<file path="src/rtl/uart_param.sv">
// uart_param: parametrised full-duplex UART with RX FIFO and error flags.
//
// Parameters: DATA_W (5..9), PARITY ("NONE"/"ODD"/"EVEN"), STOP_BITS (1/2),
//             DIV (inclk cycles per bit, even, >=4), FIFO_DEPTH (power of 2).
// Ports:
//   inclk          system clock, everything on posedge
//   rst            asynchronous active-low reset
//   tx_data/tx_req client word and request (req held until tx_ack)
//   tx_ack         one-cycle pulse when tx_data has been latched
//   tx_busy        high while a frame is being transmitted
//   txd            serial output, idle high
//   rxd            serial input, asynchronous
//   rx_data/rx_perr/rx_ferr  FIFO head word and its error flags
//   rx_rdy         FIFO not empty
//   rx_ack         one-cycle pop strobe
//   rx_ovf         sticky overflow flag, cleared by the next pop
// Optional feature, macro UART_LOOPBACK_EN: adds input 'loopback'; when high
// the receiver listens to the internal transmitter and the txd pin idles high.
module uart_param #(
  parameter int    DATA_W     = 8,
  parameter string PARITY     = "ODD",
  parameter int    STOP_BITS  = 1,
  parameter int    DIV        = 16,
  parameter int    FIFO_DEPTH = 4
) (
  input  logic              inclk,
  input  logic              rst,
  input  logic [DATA_W-1:0] tx_data,
  input  logic              tx_req,
  output logic              tx_ack,
  output logic              tx_busy,
  output logic              txd,
  input  logic              rxd,
`ifdef UART_LOOPBACK_EN
  input  logic              loopback,
`endif
  output logic [DATA_W-1:0] rx_data,
  output logic              rx_perr,
  output logic              rx_ferr,
  output logic              rx_rdy,
  input  logic              rx_ack,
  output logic              rx_ovf
);

  localparam int CW = $clog2(STOP_BITS * DIV);
  localparam int BW = $clog2(DATA_W);
  localparam int AW = $clog2(FIFO_DEPTH);
  localparam bit PAR_EN  = (PARITY != "NONE");
  localparam bit PAR_ODD = (PARITY == "ODD");
  localparam logic [CW-1:0] DIV_M1   = CW'(DIV - 1);
  localparam logic [CW-1:0] HALF_M1  = CW'(DIV / 2 - 1);
  // The final stop-bit cycle is spent in IDLE so a pending request can start
  // the next frame with no gap on the line.
  localparam logic [CW-1:0] STOP_END = CW'(STOP_BITS * DIV - 2);
  localparam logic [BW-1:0] LAST_BIT = BW'(DATA_W - 1);

  typedef enum logic [2:0] {ST_IDLE, ST_START, ST_DATA, ST_PAR, ST_STOP} state_t;

  // Parity bit that the configured mode expects for a data word.
  function automatic logic f_par(input logic [DATA_W-1:0] d);
    f_par = PAR_ODD ? ~(^d) : (^d);
  endfunction

  // ---------------- transmitter ----------------
  state_t            r_tx_state, w_tx_state_nxt;
  logic [CW-1:0]     r_tx_cnt, w_tx_cnt_nxt;
  logic [BW-1:0]     r_tx_bit, w_tx_bit_nxt, w_tx_bit_inc;
  logic              r_txd, w_txd_nxt;
  logic              r_tx_ack, w_tx_ack_nxt;
  logic              r_tx_busy, w_tx_busy_nxt;
  logic              w_tx_load;
  logic [DATA_W-1:0] r_tx_data;

  assign w_tx_bit_inc = r_tx_bit + 1'b1;

  always_ff @(posedge inclk or negedge rst) begin
    if (!rst) begin
      r_tx_state <= ST_IDLE;
      r_tx_cnt   <= '0;
      r_tx_bit   <= '0;
      r_txd      <= 1'b1;
      r_tx_ack   <= 1'b0;
      r_tx_busy  <= 1'b0;
    end else begin
      r_tx_state <= w_tx_state_nxt;
      r_tx_cnt   <= w_tx_cnt_nxt;
      r_tx_bit   <= w_tx_bit_nxt;
      r_txd      <= w_txd_nxt;
      r_tx_ack   <= w_tx_ack_nxt;
      r_tx_busy  <= w_tx_busy_nxt;
    end
  end

  always_ff @(posedge inclk) begin
    if (w_tx_load) r_tx_data <= tx_data;
  end

  always_comb begin
    w_tx_state_nxt = r_tx_state;
    w_tx_cnt_nxt   = r_tx_cnt + 1'b1;
    w_tx_bit_nxt   = r_tx_bit;
    w_txd_nxt      = r_txd;
    w_tx_ack_nxt   = 1'b0;
    w_tx_busy_nxt  = r_tx_busy;
    w_tx_load      = 1'b0;
    case (r_tx_state)
      ST_IDLE: begin
        w_tx_cnt_nxt = '0;
        w_txd_nxt    = 1'b1;
        if (tx_req) begin
          w_tx_load      = 1'b1;
          w_tx_state_nxt = ST_START;
          w_txd_nxt      = 1'b0;
          w_tx_ack_nxt   = 1'b1;
          w_tx_busy_nxt  = 1'b1;
        end
      end
      ST_START: begin
        if (r_tx_cnt == DIV_M1) begin
          w_tx_state_nxt = ST_DATA;
          w_tx_cnt_nxt   = '0;
          w_tx_bit_nxt   = '0;
          w_txd_nxt      = r_tx_data[0];
        end
      end
      ST_DATA: begin
        if (r_tx_cnt == DIV_M1) begin
          w_tx_cnt_nxt = '0;
          if (r_tx_bit == LAST_BIT) begin
            if (PAR_EN) begin
              w_tx_state_nxt = ST_PAR;
              w_txd_nxt      = f_par(r_tx_data);
            end else begin
              w_tx_state_nxt = ST_STOP;
              w_txd_nxt      = 1'b1;
            end
          end else begin
            w_tx_bit_nxt = w_tx_bit_inc;
            w_txd_nxt    = r_tx_data[w_tx_bit_inc];
          end
        end
      end
      ST_PAR: begin
        if (r_tx_cnt == DIV_M1) begin
          w_tx_state_nxt = ST_STOP;
          w_tx_cnt_nxt   = '0;
          w_txd_nxt      = 1'b1;
        end
      end
      ST_STOP: begin
        if (r_tx_cnt == STOP_END) begin
          w_tx_state_nxt = ST_IDLE;
          w_tx_cnt_nxt   = '0;
          w_tx_busy_nxt  = 1'b0;
        end
      end
      default: w_tx_state_nxt = ST_IDLE;
    endcase
  end

  assign tx_ack  = r_tx_ack;
  assign tx_busy = r_tx_busy;

  // ---------------- line selection / synchroniser ----------------
  logic w_rx_in;
`ifdef UART_LOOPBACK_EN
  assign w_rx_in = loopback ? r_txd : rxd;
  assign txd     = loopback ? 1'b1  : r_txd;
`else
  assign w_rx_in = rxd;
  assign txd     = r_txd;
`endif

  logic r_rxd_p0, r_rxd_p1;
  always_ff @(posedge inclk or negedge rst) begin
    if (!rst) begin
      r_rxd_p0 <= 1'b1;
      r_rxd_p1 <= 1'b1;
    end else begin
      r_rxd_p0 <= w_rx_in;
      r_rxd_p1 <= r_rxd_p0;
    end
  end

  // ---------------- receiver ----------------
  state_t            r_rx_state, w_rx_state_nxt;
  logic [CW-1:0]     r_rx_cnt, w_rx_cnt_nxt;
  logic [BW-1:0]     r_rx_bit, w_rx_bit_nxt;
  logic              r_rx_perr, w_rx_perr_nxt;
  logic              w_rx_samp, w_rx_push, w_rx_ferr;
  logic [DATA_W-1:0] r_rx_shift;

  always_ff @(posedge inclk or negedge rst) begin
    if (!rst) begin
      r_rx_state <= ST_IDLE;
      r_rx_cnt   <= '0;
      r_rx_bit   <= '0;
      r_rx_perr  <= 1'b0;
    end else begin
      r_rx_state <= w_rx_state_nxt;
      r_rx_cnt   <= w_rx_cnt_nxt;
      r_rx_bit   <= w_rx_bit_nxt;
      r_rx_perr  <= w_rx_perr_nxt;
    end
  end

  always_ff @(posedge inclk) begin
    if (w_rx_samp) r_rx_shift[r_rx_bit] <= r_rxd_p1;
  end

  always_comb begin
    w_rx_state_nxt = r_rx_state;
    w_rx_cnt_nxt   = r_rx_cnt + 1'b1;
    w_rx_bit_nxt   = r_rx_bit;
    w_rx_perr_nxt  = r_rx_perr;
    w_rx_samp      = 1'b0;
    w_rx_push      = 1'b0;
    w_rx_ferr      = 1'b0;
    case (r_rx_state)
      ST_IDLE: begin
        w_rx_cnt_nxt = '0;
        if (!r_rxd_p1) w_rx_state_nxt = ST_START;
      end
      ST_START: begin
        // Half a bit in: a line back high means the start was a glitch.
        if (r_rx_cnt == HALF_M1) begin
          w_rx_cnt_nxt   = '0;
          w_rx_bit_nxt   = '0;
          w_rx_perr_nxt  = 1'b0;
          w_rx_state_nxt = r_rxd_p1 ? ST_IDLE : ST_DATA;
        end
      end
      ST_DATA: begin
        if (r_rx_cnt == DIV_M1) begin
          w_rx_cnt_nxt = '0;
          w_rx_samp    = 1'b1;
          if (r_rx_bit == LAST_BIT) w_rx_state_nxt = PAR_EN ? ST_PAR : ST_STOP;
          else                      w_rx_bit_nxt   = r_rx_bit + 1'b1;
        end
      end
      ST_PAR: begin
        if (r_rx_cnt == DIV_M1) begin
          w_rx_cnt_nxt   = '0;
          w_rx_perr_nxt  = (f_par(r_rx_shift) != r_rxd_p1);
          w_rx_state_nxt = ST_STOP;
        end
      end
      ST_STOP: begin
        // Only the first stop bit is checked; the frame is pushed right away.
        if (r_rx_cnt == DIV_M1) begin
          w_rx_cnt_nxt   = '0;
          w_rx_push      = 1'b1;
          w_rx_ferr      = ~r_rxd_p1;
          w_rx_state_nxt = ST_IDLE;
        end
      end
      default: w_rx_state_nxt = ST_IDLE;
    endcase
  end

  // ---------------- RX FIFO ----------------
  logic [AW:0]       r_wr_ptr, r_rd_ptr;
  logic [DATA_W+1:0] r_mem [FIFO_DEPTH];
  logic [DATA_W+1:0] w_head;
  logic              w_empty, w_full, w_pop, w_wr_en;
  logic              r_ovf;

  assign w_empty = (r_wr_ptr == r_rd_ptr);
  assign w_full  = (r_wr_ptr[AW] != r_rd_ptr[AW]) &&
                   (r_wr_ptr[AW-1:0] == r_rd_ptr[AW-1:0]);
  assign w_pop   = rx_ack && !w_empty;
  // A pop in the same cycle frees the slot, so a push into a full FIFO survives.
  assign w_wr_en = w_rx_push && (!w_full || w_pop);

  always_ff @(posedge inclk or negedge rst) begin
    if (!rst) begin
      r_wr_ptr <= '0;
      r_rd_ptr <= '0;
      r_ovf    <= 1'b0;
    end else begin
      if (w_wr_en) r_wr_ptr <= r_wr_ptr + 1'b1;
      if (w_pop)   r_rd_ptr <= r_rd_ptr + 1'b1;
      if (w_rx_push && w_full && !w_pop) r_ovf <= 1'b1;
      else if (w_pop)                    r_ovf <= 1'b0;
    end
  end

  always_ff @(posedge inclk) begin
    if (w_wr_en) r_mem[r_wr_ptr[AW-1:0]] <= {r_rx_shift, r_rx_perr, w_rx_ferr};
  end

  assign w_head  = r_mem[r_rd_ptr[AW-1:0]];
  assign rx_data = w_empty ? '0 : w_head[DATA_W+1:2];
  assign rx_perr = w_empty ? 1'b0 : w_head[1];
  assign rx_ferr = w_empty ? 1'b0 : w_head[0];
  assign rx_rdy  = !w_empty;
  assign rx_ovf  = r_ovf;

endmodule

</file>
<file path="config.mk">
export PLATFORM = sky130hd
export DESIGN_NAME = uart_param
export DESIGN_NICKNAME = d
export VERILOG_FILES = /design/src/rtl/uart_param.sv
export SDC_FILE = /design/constraint.sdc
export NUM_CORES = 1
export LEC_CHECK = 0
export ABC_AREA = 0
export CAP_MARGIN = 20
export CORE_UTILIZATION = 40
export CTS_BUF_LIST = sky130_fd_sc_hd__clkbuf_4 sky130_fd_sc_hd__clkbuf_8 sky130_fd_sc_hd__clkbuf_16
export DETAILED_ROUTE_END_ITERATION = 8
export GPL_ROUTABILITY_DRIVEN = 0
export PLACE_DENSITY = 0.59
export SLEW_MARGIN = 20
export SYNTH_ARGS = -nofsm -noshare
export SYNTH_HDL_FRONTEND = slang
export SYNTH_SLANG_ARGS = --single-unit
</file>
<file path="constraint.sdc">
create_clock -name inclk -period 2.55 [get_ports inclk]
set_input_delay 0.51 -clock inclk [delete_from_list [all_inputs] [get_ports inclk]]
set_output_delay 0.51 -clock inclk [all_outputs]
set_load 0.02 [all_outputs]
</file>
== After elaboration in Yosys (flattened, before gate mapping) ==
Memory sizes are Yosys's and may differ from the RTL's.
Cells that the tools add are included.
Word-level totals
  bits in registers: 49
  latch bits: 0
  bits in writable memories: 40
  memory bits (read-only): 0
  bits of input ports: 13
  output and inout bits: 15
  logic and storage cells: 151
  memories kept: 1
Cells by class
  add/sub/neg operators: 6
  $mul: 0
  div/mod/pow operators: 0
  order comparisons: 3
  equality and inequality tests: 32
  shift operators: 0
  multiplexer cells: 60
  bitwise gates (word level): 3
  reductions and logical operators: 29
Memory list
  r_mem: words 4, width 10, read ports 1, clocked after Yosys merged registers in 0, wr ports 1, line 263  | logic [DATA_W+1:0] r_mem [FIFO_DEPTH];
Operators by type and width (count)
  3-bit two-way mux: 18
  3-bit case mux with 5 select lines: 2
  2-bit inequality test (second input constant): 14
  1-bit two-way mux: 24
  4-bit case mux with 3 select lines: 2
  4-bit two-way mux: 4
  8-bit XOR reduction: 2
  3-bit by 1-bit adder with 3-bit output (second input constant): 4
  3-bit by 2-bit equality test with 1-bit output (second input constant): 4
  3-bit equality test (second input constant): 4
  4-bit equality test (second input constant): 3
  3-bit case mux with 2 select lines: 2
  4-bit AND reduction: 3
  6-bit AND reduction: 2
  2-bit nonzero test: 5
  4-bit by 1-bit adder with 4-bit output (second input constant): 2
  8-bit bitwise mux: 1
  3-bit by 4-bit less-than comparator with 1-bit output (second input constant): 2
  8-bit two-way mux: 1
  3-bit by 1-bit equality test with 1-bit output (second input constant): 2
  1-bit logical AND: 6
  3-bit zero test: 2
  3-bit AND reduction: 2
  3-bit OR reduction: 2
  14 further kinds: 20

== Depth between registers and ports, before layout ==
  depth in word-level cells: 7
  depth in mapped cells: 7
  gate-level depth less buffers: 7

== Least setup slack after synthesis ==
OpenSTA, ideal clock, no wires.
  kind: register to register
  start: register r_tx_bit[0]
  end: register r_txd, in the netlist txd
  library setup time: 78 ps
  data arrival time: 1996 ps
  data required time: 2472 ps
  path slack: 476 ps
  cell stages (with the launch flop): 8
  path buffers: 0
  clock period less this slack: 2074 ps
  cells stage by stage: dfrtp_1 > ha_1 > ha_1 > mux4_2 > nor2b_1 > a211oi_1 > a21oi_1 > a31o_1
On the way
  cells in the longest elaborated chain, start to end: 6
  elaborated cells between the ends (all ways): 7
  those cells by class: 1 x add/sub; 1 x eq/ne; 5 x mux
Ends and longest elaborated chain
  start: declaration: line 67  | logic [BW-1:0] r_tx_bit, w_tx_bit_nxt, w_tx_bit_inc;
  start signal: assignment: line 87  | r_tx_bit <= w_tx_bit_nxt;
  3-bit by 1-bit adder with 3-bit output: line 74  | assign w_tx_bit_inc = r_tx_bit + 1'b1;
  1-bit binary-select mux with 3-bit select: line 139  | w_txd_nxt = r_tx_data[w_tx_bit_inc];
  1-bit two-way mux (not written as such): line 139
  1-bit two-way mux (*): line 129  | if (r_tx_bit == LAST_BIT) begin
  1-bit two-way mux (*): line 127  | if (r_tx_cnt == DIV_M1) begin
  1-bit case mux with 4 select lines (*): line 106  | case (r_tx_state)
  end signal: assignment: line 88  | r_txd <= w_txd_nxt;
  end: declaration: line 68  | logic r_txd, w_txd_nxt;
Every way passes the cells marked *; elsewhere a longest branch is shown, timed or not. The select of a mux whose other input is x is not followed.
A chain may end at the register's enable or synchronous reset.

== Worst setup path after layout ==
  start: register r_rd_ptr[0]
  end: output rx_data[6]
On the way
  cells in the longest elaborated chain, start to end: 2
  elaborated cells between the ends (all ways): 3
  those cells by class: 1 x eq/ne; 1 x mux; 1 x memory
Ends and longest elaborated chain
  start: declaration: line 262  | logic [AW:0] r_wr_ptr, r_rd_ptr;
  start signal: assignment: line 282  | if (w_pop) r_rd_ptr <= r_rd_ptr + 1'b1;
  memory 4 x 10 bit / 3-bit equality test (equally long branches)
  8-bit two-way mux (*): line 293  | assign rx_data = w_empty ? '0 : w_head[DATA_W+1:2];
  end: declaration: line 37  | output logic [DATA_W-1:0] rx_data,
Every way passes the cells marked *; elsewhere a longest branch is shown, timed or not.

==> impl_metrics.toml <==
[cells_and_area]
seq_area_sq_mm = 0.00251
diodes = 0
area_growth_pct = 16.1
fin_util_pct = 48.7
drive_gt1_share_pct = 14.5
multiInputGateArea_sq_mm = 0.00134
n_fill_cell = 862
nets = 338

[detailed_routing]
wire_per_inst_microns = 13.8
vias = 2201
drt_iter0_markers = 46
ant_nets = 0
via_per_inst = 4.92
firstDrtPassIters = 4
drt-total-wl_mm = 6.18
drc_errors = 0

[worst_setup_path]
slowest_stage = "mux4_2"
crit_path_max_incr_delay_ps = 510
critical_path_arrival_ps = 1930
path_buf_inv = 2
cp_cell_sequence = "buf_12 -> mux4_2 -> and2_1 -> dlygate4sd2_1"
worst-path-max-fanout = 10
crit_type = "register to output port"
crit_path_end_kind = "output port"
path_delay_family = "multiplexers"
cp_data_required_time_ps = 2040
crit_path_start_kind = "register"

[outcome]
status = "finished clean"

[synthesis]
synth-edff-count = 56
yosys_warnings = 0
syn_area_per_cell_sq_um = 14.1
ys_types = 42
ys_seq_area_share_pct = 63.9
synth_cells = 278
synthArstFlopShare_pct = 37.1
netlist_area_sq_mm = 0.00393
syn-num-nets = 303
ys.flop_type = "edfxtp_1"
ys_ff_latch = 89

[floorplan]
coreArea_sq_mm = 0.00937
die_w_microns = 101
initial_core_util_pct = 41.9
die-height_microns = 101
dieArea_sq_mm = 0.0102
row_count = 35
io_pins = 28

[timing]
fin_skew_ps = 12.2
period_needed_ps = 2440
max_freq_ghz = 0.409
rsz0062_at_grt = "false"
worstMarginPinSlew_ps = 468
drv_slew = 0
fin_crit_sh_pct = 95.8
hold_viol = 0
tns_ps = 0
finalWorstSetupSlack_ps = 107
setup_viol = 0
whs_ps = 360
slew_headroom_pct = 68.5

[placement]
pre_cts_ws_ps = 184
hpwl_mm = 4.20
portBuffers = 27

[cts]
cts_buffers = 9
max-clock-path-buffers = 2
cts_sinks = 89
clock_latency_ps = 350
cts_htree_levels = 3
post-cts-setup-buffer-count = 0
cts_tree = "yes"
clock-root-buffer = "clkbuf_8"
path_clk_slew_ps = 90

[grt]
grt_overflow = 0
antenna_found_initial = 0
track_usage_pct = 13.6
grt_pass1_wl_mm = 10.4
grt_pass1_vias = 2219
grt_max_degree = 34

[pwr]
p_leak_nw = 1.70
p_per_area_mw_per_mm2 = 791
ir_drop_uv = 297

[run]
drv_cap = 0

[hold_path]
holdCritPathClass = "register to register"
==> timing repair <==
action,CTS,global route
hold buffers,0,0
setup endpoints to repair,11,1
gates resized for setup,12,1
==> routing by layer <==
layer  up-vias  track usage, %  share of wire, %
li1       1084               -                 -
met1      1074            16.6                45
met2        38            23.6                50
met3         5            2.91               3.2
met4         0            5.69              0.96
met5         -               0                 0
==> worst reg2reg max path: stages, from the launching register on <==
cell	delay, ps
dfrtp_1	450
ha_1	220
ha_1	350
mux4_2	500
nor2b_1	140
a211oi_1	210
a21oi_1	70
a31o_1	220
==> worst paths after layout <==
check | start | end | slack [ps] | cells after the start
setup reg to reg | r_tx_bit[0]$_DFFE_PN0P_ | txd$_DFFE_PN1P_ | 320 | 7
hold reg to reg | r_rxd_p0$_DFF_PN1_ | r_rxd_p1$_DFF_PN1_ | 360 | 0
setup / recovery | r_rd_ptr[0]$_DFFE_PN0P_ | rx_data[6] | 110 | 4
min in group asynchronous | rst | r_tx_bit[1]$_DFFE_PN0P_ | 560 | 2
hold / removal | r_rxd_p0$_DFF_PN1_ | r_rxd_p1$_DFF_PN1_ | 360 | 0
max in group asynchronous | rst | txd$_DFFE_PN1P_ | 1660 | 2
==> cells in the mapped netlist (3+ instances only) <==
library cell | number | area [sq um]
nor2_1 | 21 | 78.8
o21ai_0 | 6 | 30.0
dfrtp_1 | 30 | 751
a21oi_1 | 8 | 40.0
and3_1 | 3 | 18.8
dfstp_2 | 3 | 78.8
xnor2_1 | 22 | 193
nand2_1 | 14 | 52.6
ha_1 | 12 | 150
nand3_1 | 7 | 35.0
xor2_1 | 5 | 43.8
nor3_1 | 9 | 45.0
mux4_2 | 11 | 248
nand2b_1 | 4 | 25.0
inv_1 | 10 | 37.5
clkbuf_1 | 8 | 30.0
mux2_2 | 3 | 33.8
edfxtp_1 | 56 | 1680
and2_1 | 15 | 93.8
==> sequential cells by signal, summed over array words and instances (netlist names), 3 cells and up <==
register and flops:
r_wr_ptr 3, r_mem 40, r_tx_data 8, r_rx_cnt 4
r_rx_shift 8, r_rx_state 3, r_tx_cnt 4, r_tx_state 3
r_tx_bit 3, r_rx_bit 3, r_rd_ptr 3
==> kinds of logic after synthesis <==
kind of cell             count (synthesis)  share of synthesized area [%]
multiplexers                            17                           8.34
AO/OA/AOI/OAI                           31                           5.32
XOR/XNOR                                27                           6.02
AND/OR/NAND/NOR                         81                           10.4
buffers and inverters                   21                           2.17
adder cells (fa/ha/maj)                 12                           3.82
flip-flops                              89                           63.9
==> stage by stage <==
step / instance area, sq um / power [mW] / cells
global route: 4560 / 3.83 / 447
detailed placement: 4390 / 2.85 / 431
floorplan: 3930 / 2.46 / 278
global placement: 4390 / 2.83 / 431
finish: 4560 / 3.61 / 447
CTS: 4560 / 3.66 / 447
==> where the power goes <==
group / total [mW] / internal (mW) / switching, mW / leakage, nW
registers: 1.74 / 1.62 / 0.122 / 0.898
clock network: 0.881 / 0.375 / 0.505 / 0.0869
logic: 0.983 / 0.506 / 0.477 / 0.719
==> cell usage in the layout, fill, tap and decap left out, types with 3 or more instances in the layout <==
| cell | instances |
|---|---|
| xor2_1 | 5 |
| clkbuf_8 | 9 |
| nand2_1 | 14 |
| nand3_1 | 6 |
| inv_1 | 10 |
| buf_4 | 7 |
| and3_1 | 3 |
| ha_1 | 12 |
| dlygate4sd2_1 | 10 |
| dfrtp_1 | 29 |
| dfstp_2 | 3 |
| nor2_1 | 21 |
| and2_1 | 15 |
| nand2b_1 | 4 |
| clkdlybuf4s50_1 | 16 |
| o21ai_0 | 6 |
| mux4_2 | 11 |
| nor3_1 | 9 |
| mux2_2 | 3 |
| edfxtp_1 | 56 |
| xnor2_1 | 22 |
| a21oi_1 | 8 |
==> cell type report <==
class,instances,share of cell area [%]
tap,129,3.54
timing repair buffer,35,7.29
clock inverter,6,1.10
inverter,10,0.823
clock buffer,10,2.88
sequential,89,55.1
multi-input combinational,168,29.3
(Power assumes the default switching activity.)
